## src/rtl/ram_pkg.sv

```systemverilog
// Shared definitions for the RAM built-in self-test.
// Holds the default RAM geometry, the BIST FSM state type and the
// address-derived test pattern used by both the writer and the checker.
package ram_pkg;

  localparam int unsigned RamAw = 8;
  localparam int unsigned RamDw = 32;

  // Width the pattern is computed at; callers slice down to their DW.
  localparam int unsigned PatW = 64;

  typedef enum logic [2:0] {
    StIdle,
    StWrite,
    StRead,
    StDrain,
    StDone
  } state_e;

  // Zero-extended address, optionally inverted across the full word.
  function automatic logic [PatW-1:0] pat(logic [PatW-1:0] addr, logic inv);
    return addr ^ {PatW{inv}};
  endfunction

endpackage

```

## src/rtl/ram_bist_cmp.sv

```systemverilog
// Read-data checker for the RAM BIST.
// A read issued at one edge returns its data on rd_data one cycle later, so
// the issuing address is carried in a one-stage tag and compared then.
// Ports:
//   clk, reset_n      clock, async active-low reset
//   clr               clears the error state at test start
//   issue, issue_addr a read is being issued to the RAM at this edge
//   inv               pattern inversion for the running test
//   rd_data           RAM read data
//   err_cnt           mismatch count, saturating at 255
//   fail_addr         address of the first mismatch in the test
//   clean_next        error count after this edge will still be zero
module ram_bist_cmp
  import ram_pkg::*;
#(
  parameter int unsigned AW = RamAw,
  parameter int unsigned DW = RamDw
) (
  input  logic          clk,
  input  logic          reset_n,
  input  logic          clr,
  input  logic          issue,
  input  logic [AW-1:0] issue_addr,
  input  logic          inv,
  input  logic [DW-1:0] rd_data,
  output logic [7:0]    err_cnt,
  output logic [AW-1:0] fail_addr,
  output logic          clean_next
);

  logic          tag_vld_q;
  logic [AW-1:0] tag_addr_q;
  logic [7:0]    err_q, err_d;
  logic [AW-1:0] fail_q, fail_d;
  logic [PatW-1:0] exp_w;
  logic          mismatch;

  always_comb begin
    exp_w    = pat(PatW'(tag_addr_q), inv);
    mismatch = tag_vld_q && (rd_data != exp_w[DW-1:0]);
    err_d    = err_q;
    fail_d   = fail_q;
    if (clr) begin
      err_d  = '0;
      fail_d = '0;
    end else if (mismatch) begin
      // A zero count means no earlier mismatch in this test.
      if (err_q == 8'd0) fail_d = tag_addr_q;
      if (err_q != 8'hff) err_d = err_q + 8'd1;
    end
    clean_next = (err_d == 8'd0);
  end

  always_ff @(posedge clk or negedge reset_n) begin
    if (!reset_n) begin
      tag_vld_q  <= 1'b0;
      tag_addr_q <= '0;
      err_q      <= '0;
      fail_q     <= '0;
    end else begin
      tag_vld_q  <= issue;
      tag_addr_q <= issue_addr;
      err_q      <= err_d;
      fail_q     <= fail_d;
    end
  end

  assign err_cnt   = err_q;
  assign fail_addr = fail_q;

endmodule

```

## src/rtl/ram_bist.sv

```systemverilog
// Built-in self-test initiator for a single-port RAM.
// On start it writes pat(a) to every address 0..LAST_ADDR, reads them back,
// and reports mismatches. All outputs are registered.
// Ports:
//   clk, reset_n          clock, async active-low reset
//   start, invert         launch a test (IDLE only); pattern select
//   busy, done, pass      status; done is a one-cycle completion pulse
//   err_cnt, fail_addr    mismatch count (saturating) and first failing address
//   ram_cen/wen/addr/din  RAM command port (wen=1 write, wen=0 read)
//   ram_dout              RAM read data, one edge after the read command
module ram_bist
  import ram_pkg::*;
#(
  parameter int unsigned    AW        = RamAw,
  parameter int unsigned    DW        = RamDw,
  parameter logic [AW-1:0]  LAST_ADDR = 'h1f
) (
  input  logic          clk,
  input  logic          reset_n,
  input  logic          start,
  input  logic          invert,
  output logic          busy,
  output logic          done,
  output logic          pass,
  output logic [7:0]    err_cnt,
  output logic [AW-1:0] fail_addr,
  output logic          ram_cen,
  output logic          ram_wen,
  output logic [AW-1:0] ram_addr,
  output logic [DW-1:0] ram_din,
  input  logic [DW-1:0] ram_dout
);

  state_e        state_q, state_d;
  logic [AW-1:0] ptr_q, ptr_d;
  logic          inv_q, inv_d;
  logic          busy_q, busy_d;
  logic          done_q, done_d;
  logic          pass_q, pass_d;
  logic          cen_q, cen_d;
  logic          wen_q, wen_d;
  logic [AW-1:0] addr_q, addr_d;
  logic [DW-1:0] din_q, din_d;
  logic          clr;
  logic          clean_next;
  logic [AW-1:0] ptr_inc;
  logic [PatW-1:0] pat_w;

  assign ptr_inc = ptr_q + AW'(1);

  always_comb begin
    state_d = state_q;
    ptr_d   = ptr_q;
    inv_d   = inv_q;
    pass_d  = pass_q;
    cen_d   = 1'b0;
    wen_d   = 1'b0;
    addr_d  = '0;
    din_d   = '0;
    clr     = 1'b0;
    pat_w   = '0;

    unique case (state_q)
      StIdle: begin
        if (start) begin
          clr     = 1'b1;
          pass_d  = 1'b0;
          inv_d   = invert;
          ptr_d   = '0;
          state_d = StWrite;
          pat_w   = pat('0, invert);
          cen_d   = 1'b1;
          wen_d   = 1'b1;
          din_d   = pat_w[DW-1:0];
        end
      end
      StWrite: begin
        cen_d = 1'b1;
        if (ptr_q == LAST_ADDR) begin
          // Last write is committing now; first read goes out next edge.
          state_d = StRead;
          ptr_d   = '0;
        end else begin
          ptr_d  = ptr_inc;
          pat_w  = pat(PatW'(ptr_inc), inv_q);
          wen_d  = 1'b1;
          addr_d = ptr_inc;
          din_d  = pat_w[DW-1:0];
        end
      end
      StRead: begin
        if (ptr_q == LAST_ADDR) begin
          state_d = StDrain;
        end else begin
          ptr_d  = ptr_inc;
          cen_d  = 1'b1;
          addr_d = ptr_inc;
        end
      end
      StDrain: begin
        // Final compare lands at this edge; fold it into pass.
        state_d = StDone;
        pass_d  = clean_next;
      end
      StDone: begin
        state_d = StIdle;
      end
      default: begin
        state_d = StIdle;
      end
    endcase

    busy_d = (state_d == StWrite) || (state_d == StRead) || (state_d == StDrain);
    done_d = (state_d == StDone);
  end

  always_ff @(posedge clk or negedge reset_n) begin
    if (!reset_n) begin
      state_q <= StIdle;
      ptr_q   <= '0;
      inv_q   <= 1'b0;
      busy_q  <= 1'b0;
      done_q  <= 1'b0;
      pass_q  <= 1'b0;
      cen_q   <= 1'b0;
      wen_q   <= 1'b0;
      addr_q  <= '0;
      din_q   <= '0;
    end else begin
      state_q <= state_d;
      ptr_q   <= ptr_d;
      inv_q   <= inv_d;
      busy_q  <= busy_d;
      done_q  <= done_d;
      pass_q  <= pass_d;
      cen_q   <= cen_d;
      wen_q   <= wen_d;
      addr_q  <= addr_d;
      din_q   <= din_d;
    end
  end

  ram_bist_cmp #(
    .AW (AW),
    .DW (DW)
  ) u_cmp (
    .clk        (clk),
    .reset_n    (reset_n),
    .clr        (clr),
    .issue      (state_q == StRead),
    .issue_addr (ptr_q),
    .inv        (inv_q),
    .rd_data    (ram_dout),
    .err_cnt    (err_cnt),
    .fail_addr  (fail_addr),
    .clean_next (clean_next)
  );

  assign busy     = busy_q;
  assign done     = done_q;
  assign pass     = pass_q;
  assign ram_cen  = cen_q;
  assign ram_wen  = wen_q;
  assign ram_addr = addr_q;
  assign ram_din  = din_q;

endmodule

```

## config.mk

```make
export PLATFORM = sky130hd
export DESIGN_NAME = ram_bist
export DESIGN_NICKNAME = d
export VERILOG_FILES = /design/src/rtl/ram_pkg.sv /design/src/rtl/ram_bist_cmp.sv /design/src/rtl/ram_bist.sv
export SDC_FILE = /design/constraint.sdc
export NUM_CORES = 1
export LEC_CHECK = 0
export BUFFER_PORTS_ARGS = -buffer_cell sky130_fd_sc_hd__buf_4
export CELL_PAD_IN_SITES_DETAIL_PLACEMENT = 1
export CELL_PAD_IN_SITES_GLOBAL_PLACEMENT = 1
export CORE_UTILIZATION = 34
export DETAILED_ROUTE_END_ITERATION = 10
export MAX_ROUTING_LAYER = met4
export PLACE_DENSITY_LB_ADDON = 0.1
export REMOVE_ABC_BUFFERS = 1
export SLEW_MARGIN = 25
export SYNTH_ARGS = -nofsm -noshare
export SYNTH_HDL_FRONTEND = slang
export SYNTH_SLANG_ARGS = --single-unit
```

## constraint.sdc

```tcl
create_clock -name clk -period 2.7 [get_ports clk]
set_input_delay 0.54 -clock clk [delete_from_list [all_inputs] [get_ports clk]]
set_output_delay 0.54 -clock clk [all_outputs]
set_load 0.02 [all_outputs]
```

* Yosys cells after proc, flatten, opt, wreduce, memory -nomap -nowiden
Cells that the tools add are included.
** Word-level totals
- Output and inout bits :: 61
- Bits in read-only memories :: 0
- Bits of input ports :: 36
- Register bits :: 82
- Bits in writable memories :: 0
- Memories :: 0
- Bits in latches :: 0
** Operators by class
- Bitwise operators :: 2
- Eq/ne operators :: 12
- Multiplexer cells :: 25
- Magnitude comparators :: 0
- $add $sub $neg :: 2
- Reduce and logical (&&, ||, !) cells :: 15
- Shifts and indexed selects :: 0
- Multiply operators :: 0
- Divide/modulo/power cells :: 0
** Operators by type and width (number)
- $mux 8 :: 10
- $mux 32 :: 2
- $pmux 32 s2 :: 1
- $xor 8x32->32 :: 2
- $ne 32x32->1 :: 1
- $pmux 8 s3 :: 1
- $add 8x1->8 const B :: 2
- $logic_not 8->1 :: 2
- $eq 3x2->1 const B :: 4
- $pmux 3 s4 :: 1
- $mux 3 :: 3
- $eq 8x5->1 const B :: 1
- $ne 8x8->1 const B :: 1
- $eq 3x1->1 const B :: 2
- $reduce_and 2->1 :: 3
- $reduce_bool 2->1 :: 3
- $mux 1 :: 4
- $ne 2x2->1 const B :: 2
- $pmux 1 s2 :: 2
- $eq 3x3->1 const B :: 1
- $logic_not 3->1 :: 1
- $pmux 1 s3 :: 1
- $reduce_and 3->1 :: 1
- $reduce_bool 3->1 :: 1
- 3 further kinds :: 4

* Depth between registers and ports, before layout
Gate-level depths: netlist of run 1.
- Depth after elaboration :: 7
- Depth in mapped cells :: 11

* Hierarchy
From an unflattened synthesis of run 1, not the netlist that was laid out.
** Second synthesis, totals
- Cells, all modules :: 277
- Area, all modules :: 2989.1 um^2
** Modules (own cells, without submodules)
- ram_bist :: area an instance 1620.3 um^2, instances 1, cells an instance 141, sequential area each 850.8 um^2
- ram_bist_cmp :: area an instance 1368.8 um^2, instances 1, cells an instance 136, sequential area each 625.6 um^2

* Worst setup path before layout of run 1
Ideal clock, no wire load.
- Path kind :: input -> register
- From :: input port ram_dout[21]
- To :: register pass_q, in the netlist pass
- Data required time :: 2608 ps
- Setup time :: 92 ps
- Stages :: 10
- Arrival :: 2705 ps
- Slack :: -97 ps
- Buffers on the path :: 2
- Path through :: nand4_1 or3_1 a22oi_1 or4b_1 buf_2 and3_4 buf_6 or3_1 a221o_1 o31ai_2
** On the way
- Longest elaborated chain between the ends :: 6
** RTL lines
- start, declared :: RTL line ram_bist.sv:31 : input logic [DW-1:0] ram_dout
- $ne 32x32->1 :: RTL line ram_bist_cmp.sv:40 : mismatch = tag_vld_q && (rd_data != exp_w[DW-1:0]);
- $logic_and 1x1->1 :: RTL line ram_bist_cmp.sv:40
- $mux 8 :: RTL line ram_bist_cmp.sv:46 : end else if (mismatch) begin
- $mux 8 :: RTL line ram_bist_cmp.sv:43 : if (clr) begin
- $logic_not 8->1 :: RTL line ram_bist_cmp.sv:51 : clean_next = (err_d == 8'd0);
- $pmux 1 s2 :: RTL line ram_bist.sv:63 : unique case (state_q)
- end signal, assigned :: RTL line ram_bist.sv:135 : pass_q <= pass_d;
- end, declared :: RTL line ram_bist.sv:39 : logic pass_q, pass_d;
Every way passes these cells.
A chain may end at the register's enable or synchronous reset.

* Worst setup path in the final report of run 1
- From :: register u_cmp.tag_addr_q[3]
- To :: register pass_q, in the netlist pass
** On the way
- Longest elaborated chain between the ends :: 7
** RTL lines
- start, declared :: RTL line ram_bist_cmp.sv:32 : logic [AW-1:0] tag_addr_q;
- start signal, assigned :: RTL line ram_bist_cmp.sv:62 : tag_addr_q <= issue_addr;
- $xor 8x32->32 :: RTL line ram_pkg.sv:22 : return addr ^ {PatW{inv}};
- $ne 32x32->1 :: RTL line ram_bist_cmp.sv:40
- $logic_and 1x1->1 :: RTL line ram_bist_cmp.sv:40
- $mux 8 :: RTL line ram_bist_cmp.sv:46
- $mux 8 :: RTL line ram_bist_cmp.sv:43
- $logic_not 8->1 :: RTL line ram_bist_cmp.sv:51
- $pmux 1 s2 :: RTL line ram_bist.sv:63
Every way passes these cells.

==> results of run 1 <==
stage by stage:
step / total power, W / setup slack, ns / setup TNS, ns / std cells / hold slack, ns
final: 0.00191 / 0.0342 / 0 / 470 / 0.261
after global routing: 0.00199 / -0.0700 / -0.0700 / 470 / 0.318
after CTS: 0.00193 / 0.00866 / 0 / 469 / 0.295
after detailed placement: 0.00111 / -0.333 / -0.499 / 453 / 0.435
after global placement: 0.00111 / -0.285 / -0.450 / 453 / 0.413
after floorplan: 0.000985 / -0.986 / -23.70 / 239 / 0.244
repair_timing:
item                                    4_1_cts  5_1_grt
buffers inserted                              0        1
hold buffers                                  0        0
pin swaps                                     0        9
hold endpoints to repair                      0        0
resized for setup                             1       12
gates cloned                                  0        0
endpoints found under the setup margin        1        2
cells in the final DEF (no fill, tap or decap), drive strengths merged, types with 5 or more instances in the layout:
cell type / n
nand2: 12
inv: 7
and3: 11
mux2i: 9
clkbuf: 12
dfrtp: 59
buf: 110
nor2: 27
nor3: 5
xnor2: 13
a21o: 8
o21ai: 11
xor2: 11
nand4: 10
nand3: 10
power groups by stage:
stage / Combinational (W) / Sequential [W] / Clock [W]
6_report: 0.000193 / 0.000903 / 0.000810
5_1_grt: 0.000210 / 0.000903 / 0.000874
4_1_cts: 0.000191 / 0.000903 / 0.000834
3_5_place_dp: 0.000190 / 0.000919 / 0
3_3_place_gp: 0.000187 / 0.000919 / 0
2_1_floorplan: 0.0000245 / 0.000960 / 0
state kept, by name, summed over array words and instances, names as in the netlist:
name,flops
done,1
u_cmp.tag_vld_q,1
ram_wen,1
ram_addr,8
busy,1
ram_din,9
u_cmp.tag_addr_q,8
inv_q,1
pass,1
u_cmp.err_cnt,8
ram_cen,1
u_cmp.fail_addr,8
ptr_q,8
state_q,3
worst register-to-register path: stages, from the launching register on:
cell and delay [ns]:
dfrtp_1 0.42, xor2_2 0.20, o21ai_1 0.17, o2111ai_2 0.15, or4b_4 0.61, and3_1 0.21, or2_2 0.28, a221o_1 0.33
o31ai_2 0.22
cell families (layout without fill, tap and decap cells):
family                     after synthesis  count (layout)  synth area share [%]
AOI/OAI and AO/OA                       37              37                  9.19
xor gates and xnor gates                24              24                  7.39
adders and majority gates                3               3                  1.32
buffers and inverters                   38             134                  8.62
DFF                                     59              59                  51.9
muxes                                    9               9                  3.17
and+or+nand+nor                         99              99                  18.4
final cells by class:
cell class	instances	share of cell area, %
inverter	8	0.773
timing repair buffer	110	21.6
multi-input combinational	172	31.0
sequential	59	38.0
clock buffer	12	3.99
tap	105	3.38
clock inverter	4	1.26
synthesized netlist by cell type (3+ instances only):
cell type   n
nor4_1      4
nand3_1    10
clkbuf_1    4
a31oi_1     3
xnor2_1    13
or2_2       4
nand4_1    10
ha_1        3
inv_1       7
mux2i_1     9
nor3_1      5
nand2b_1    3
nand2_1    12
dfrtp_1    59
and2_1      4
a21o_1      8
nor2_1     27
o21ai_0    11
buf_4      23
and3_1     10
xor2_1     11
worst min-delay path by stage:
| stage | to | slack (ns) | depth (start not counted) |
|---|---|---|---|
| after CTS | u_cmp.fail_addr[5] | 0.29 | 1 |
| after detailed placement | u_cmp.tag_addr_q[5] | 0.44 | 0 |
| after floorplan | busy | 0.24 | 0 |
| after global placement | u_cmp.tag_addr_q[5] | 0.41 | 0 |
| final | u_cmp.fail_addr[5] | 0.26 | 1 |
| after global routing | u_cmp.fail_addr[5] | 0.32 | 1 |
per-layer routing:
layer  routed length [µm]  part of all wire [%]  vias to the layer above
met3                  325                   4.5                       11
met1                 3310                    45                     1145
met5                    0                     0                        -
met2                 3570                    49                       52
met4                   93                   1.3                        0
li1                     -                     -                     1102
==> results.md, run 1 <==
* Status: complete, no violations
* R2R depth at 8
* Initial antenna violation count at 0
* Post-Syn Area at 2850 µm²
* Logic pwr share at 10.1%
* Mapped Cells at 269
* GP Congestion at 0.792
* FF-to-FF setup slack at ~0.034 ns
* Total grt overflow at 0
* Starting DRT DRC Count at just over 80
* Post-route clock period utilization at 98.7%
* Worst setup path class: reg2reg
* Slew Limit Headroom at 50.7%
* #FFs+latches synth at between 50 and 60
* Synthesis Warnings at 0
* Pint at 0.00146 W
* Slowest stage delay, CP at 0.61 ns
* Crit path max-delay family: simple AND/OR/NAND/NOR gates
* WL/cell at about 16 µm
* Type of origin of the critical path: flip-flop
* Multi-input gate area at 1210 µm²
* DRT Pass-1 Iters at 4
* Synth Flop Type: dfrtp_1
* Starting Density at a little over a third
* GR Layer Usage met3 at under 10%
* Die Area at slightly below 9000 µm²
* CTS clk-pin slew, worst paths at 0.07 ns
* Fin. Hold Viols at 0
* CP Data Arrival Time at 2.90 ns
* Worst path bufs/invs at 0
* Dpl cell area at 3600 µm²
* Final #Nets at ~400
* Drc violations at 0
* Async SR Flop Fraction at 100%
* Register area at 1480 µm²
* First-pass GRT wire length at 11.6 mm
* Clock sink count at 59
* Ports at 97
* Final setup vio count at 0
* Share of cells above drive strength 1 at 39.7%
* Clock Power Share at a little over two fifths
* Maximum root-to-sink buffer count at 2
* Number of flops mapped to enable cells by yosys at 0
* CTS tree: done
* Yosys top cell area share at 51.9%
* Vias per inst at 4.91
* Routed WL at 7.30 mm
* Post-route cell area at roughly 4000 µm²
* Grt peak-use layer: met2
* Tmin final at 2.67 ns
* Worst Setup SP: u_cmp.tag_addr_q[3]
* RSZ-0062 raised after global routing: true
* Critical path peak fanout at 8
* Register area share after synthesis at 51.9%
* Fmax at about 0.38 GHz
* Gr usage total at 17.8%
* CORE AREA at 8180 µm²
* CP Capture Type: flip-flop
* DIE WIDTH at 93.5 µm
* Worst vdd ir at 0.248 mV
* Worst r2r src: u_cmp.tag_addr_q[3]
* Synth top area cells: dfrtp_1 (52%), buf_4 (6.1%), xnor2_1 (4.0%)
* Crit path to: pass
* Slew Limit Fails at 0
* M2 GR Usage at 27.9%
* CTS Buf Count at 9
* Area Growth Syn to Fin at 36.6%
* DIE HEIGHT at 93.5 µm
* # rows at 33
* Syn avg cell area at ~11 µm²
* Vias at 2310
* Core Util, Final at 47.5%
* Pwr/cell area at approximately 490 nW/µm²
* WP depth at 8
* Vias in the first global route at ~2300
* Capture point of the worst reg-to-reg path: pass
* Worst-path cell chain: xor2_2 -> o21ai_1 -> o2111ai_2 -> or4b_4 -> and3_1 -> or2_2 -> a221o_1 -> o31ai_2
* Detail Placement HPWL at 5.35 mm
* NetSw at 0.000447 W
* Tightest Hold Check Type: in2async
* Net Sw Frac at 23.5%
* Fillers at approximately 950
* Area leader, netlist: dfrtp_1
* Antenna Diode Count at 0
* Static Leak at 1.99 nW
* IO buf count at 96
* Req. time, crit path at 2.94 ns
* Share of power burned in registers at 47.4%
* Met1 Use GR at 22.8%
* ANT nets after route at 0
* Skew final at 0.0131 ns
* Worst slew pin tran at between 0.7 and 0.8 ns
* Clk_lat worst skew at 0.33 ns
* Largest net degree at the start of global routing at 60
* Max cap viols at 0
* CTS H-tree lvls at 3
* Crit-path slowest cell: or4b_4
* Clk root buf: clkbuf_8
* Library cells used by synthesis at 44
Note: power is estimated with default switching activity, not from simulation.
==> inputs of run 2 (changes only) <==
--- a/config.mk
+++ b/config.mk
@@ -8,7 +8,7 @@
 export BUFFER_PORTS_ARGS = -buffer_cell sky130_fd_sc_hd__buf_4
 export CELL_PAD_IN_SITES_DETAIL_PLACEMENT = 1
 export CELL_PAD_IN_SITES_GLOBAL_PLACEMENT = 1
-export CORE_UTILIZATION = 34
+export CORE_UTILIZATION = 30
 export DETAILED_ROUTE_END_ITERATION = 10
 export MAX_ROUTING_LAYER = met4
 export PLACE_DENSITY_LB_ADDON = 0.1
==> run 2 against run 1 <==
Design area is 1.6% higher. Sequential cell count unchanged. Core utilization fell by 4.6 points. Non-clock buffer count rose by 3. Register-to-register slack better by 0.04 ns. Largest power group unchanged. Power rose by 0.76%. Clock-buffer cell count is 2 lower. Sequential share of layout area fell by 0.58 points. First-iteration DRC count rose by 11%. Clock skew shrank 0.0014 ns. Global-route usage is 0.77 points lower. Combinational power grew 4%.
==> results.md, run 2 (same netlist as run 1, synthesis figures left out) <==
* Clk root buf: clkbuf_8
* GP Congestion at 0.797 (+0.66%)
* Hold_buf cts at 0 (unchanged)
* Worst path bufs/invs at 0 (unchanged)
* Register area at 1480 µm² (about the same)
* Starting Density at 30.9% (-3.9 points)
* Total grt overflow at 0 (unchanged)
* Largest net degree at the start of global routing at 60 (unchanged)
* Worst setup path class: reg2reg
* Flip-flop count of the largest register after layout at 9 (unchanged)
* Tmin final at 2.62 ns (-0.0429 ns)
* Multi-input gate area at 1240 µm² (+2.6%)
* Final #Nets at 403 (+1.0%)
* Most common cell after layout, fill and taps aside: buf_4
* Met2 wire len at 3.65 mm (+2.3%)
* Post-route setup slack at 0.0772 ns (+0.0429 ns)
* Logic pwr share at 10.4% (+0.3 points)
* CTS tree: done
* Crit-path slowest cell: or4b_4
* DRT Pass-1 Iters at 4 (unchanged)
* WP depth at 8 (unchanged)
* Maximum root-to-sink buffer count at 2 (unchanged)
* Commonest non-fill, non-tap cells in the layout: buf_4 (111), dfrtp_1 (58), nor2_1 (27)
* Crit path max-delay family: simple AND/OR/NAND/NOR gates
* Pint at 0.00144 W (-1.5%)
* Slew Limit Headroom at 48.9% (-1.7 points)
* Final setup TNS at 0 ns (unchanged)
* Fillers at 1036 (+8.9%)
* Uppermost routed layer: met4
* Worst-path cell chain: xor2_2 -> a22oi_2 -> o2111ai_2 -> or4b_4 -> and3_4 -> or3_1 -> a221o_1 -> o31ai_2
* R2R depth at 8 (unchanged)
* RSZ-0062 raised after global routing: true
* Antenna Diode Count at 0 (unchanged)
* Share of power burned in registers at 47.0% (-0.4 points)
* # rows at 35 (+6.1%)
* Req. time, crit path at 2.95 ns (about the same)
* CP Data Arrival Time at 2.88 ns (-0.02 ns)
* Die Area at 9880 µm² (+13%)
* First-pass GRT wire length at 12.6 mm (+8.9%)
* Drc violations at 0 (unchanged)
* NetSw at 0.000484 W (+8.1%)
* CTS clk-pin slew, worst paths at 0.07 ns (about the same)
* Max cap viols at 0 (unchanged)
* Static Leak at 2.01 nW (+1.0%)
* CP Capture Type: flip-flop
* Worst slack, placed at -0.382 ns (-0.0491 ns)
* Worst slew pin tran at 0.766 ns (+0.0262 ns)
* Detail Placement HPWL at 5.57 mm (+4.1%)
* Vias per inst at 4.86 (-1.2%)
* Vias in the first global route at 2495 (+7.5%)
* Skew final at 0.0117 ns (-0.00139 ns)
* Clock sink count at 59 (unchanged)
* CTS H-tree lvls at 3 (unchanged)
* Vias at 2331 (+0.91%)
* Routed WL at 7.65 mm (+4.9%)
* ANT nets after route at 0 (unchanged)
* Slew Limit Fails at 0 (unchanged)
* Ports at 97 (unchanged)
* IO buf count at 96 (unchanged)
* Slowest stage delay, CP at 0.58 ns (-0.03 ns)
* Worst vdd ir at 0.320 mV (+29%)
* Clk_lat worst skew at 0.34 ns (about the same)
* Met3 routed WL at 308 µm (-5.2%)
* Fmax at 0.381 GHz (+1.6%)
* Tightest Hold Check Type: in2async
* Final setup vio count at 0 (unchanged)
* DIE HEIGHT at 99.4 µm (+6.3%)
* Share of cells above drive strength 1 at 41.2% (+1.5 points)
* WL/cell at 15.9 µm (+2.7%)
* Type of origin of the critical path: flip-flop
* Starting DRT DRC Count at 90 (+11%)
* Pwr/cell area at 486 nW/µm² (-0.87%)
* Post-layout total power at 0.00192 W (+0.76%)
* Critical path peak fanout at 5 (-3)
* Post-route clock period utilization at 97.1% (-1.6 points)
* Status: complete, no violations
* DIE WIDTH at 99.4 µm (+6.3%)
* Fin. Hold Viols at 0 (unchanged)
* Area Growth Syn to Fin at 38.8%
* CTS Buf Count at 9 (unchanged)
* CORE AREA at 9200 µm² (+12%)
* Core Util, Final at 43.0% (-4.6 points)
* Clock Power Share at 42.6% (about the same)
* Hold WS at 0.257 ns (-0.00358 ns)
* Met1 Wirelength at 3.57 mm (+7.8%)
* Initial antenna violation count at 0 (unchanged)
* Gr usage total at 17.0% (-0.77 points)
* Net Sw Frac at 25.2% (+1.7 points)
[run 2: cell count changes in the layout (fill, tap and decap cells not counted), sizes merged]
cell / before / now
or4b: 2 / 3
clkbuf: 12 / 10
inv: 7 / 8
buf: 110 / 113
clkinvlp: 0 / 2
clkinv: 4 / 3
[run 2: path summary, 6_finish.rpt]
| check | startpoint | endpoint | slack (ns) |
|---|---|---|---|
| worst max register to register | u_cmp.tag_addr_q[0] | pass | 0.08 |
| worst max-delay path | u_cmp.tag_addr_q[0] | pass | 0.08 |
| min in group clk | ptr_q[5] | u_cmp.tag_addr_q[5] | 0.46 |
| worst min-delay path | reset_n | u_cmp.fail_addr[5] | 0.26 |
| worst min register to register | ptr_q[5] | u_cmp.tag_addr_q[5] | 0.46 |
| max in group asynchronous | reset_n | inv_q | 1.88 |
[run 2: stage by stage]
step / cell area, µm² / std cells
finish: 3950 / 480
global route: 3950 / 480
CTS: 3840 / 477
detailed placement: 3610 / 460
global placement: 3610 / 460
floorplan: 2630 / 239
[run 2: area by class of cell]
cell class,count,share of cell area [%]
clock buffer,10,3.48
clock inverter,6,1.62
inverter,8,0.760
multi-input combinational,173,31.3
sequential,59,37.4
tap,111,3.52
timing repair buffer,113,21.9
[run 2: power groups by stage]
stage | logic (W) | clock network (W) | registers, W
3_5_place_dp | 0.000191 | 0 | 0.000919
3_3_place_gp | 0.000189 | 0 | 0.000918
2_1_floorplan | 0.0000245 | 0 | 0.000960
4_1_cts | 0.000193 | 0.000853 | 0.000902
5_1_grt | 0.000216 | 0.000891 | 0.000903
6_report | 0.000200 | 0.000818 | 0.000902
[run 2: repair_timing]
item                                   in CTS  in global routing
setup endpoints to repair                   1                  1
cloned                                      1                  0
endpoints found under the hold margin       0                  0
gates resized for setup                     4                 14
setup buffers                               0                  3
pin swaps                                   3                 14
[run 2: routing by layer]
metal | vias up | track usage, %
li1 | 1109 | -
met1 | 1157 | 21.8
met2 | 56 | 26.2
met3 | 9 | 3.30
met4 | 0 | 7.47
met5 | - | -
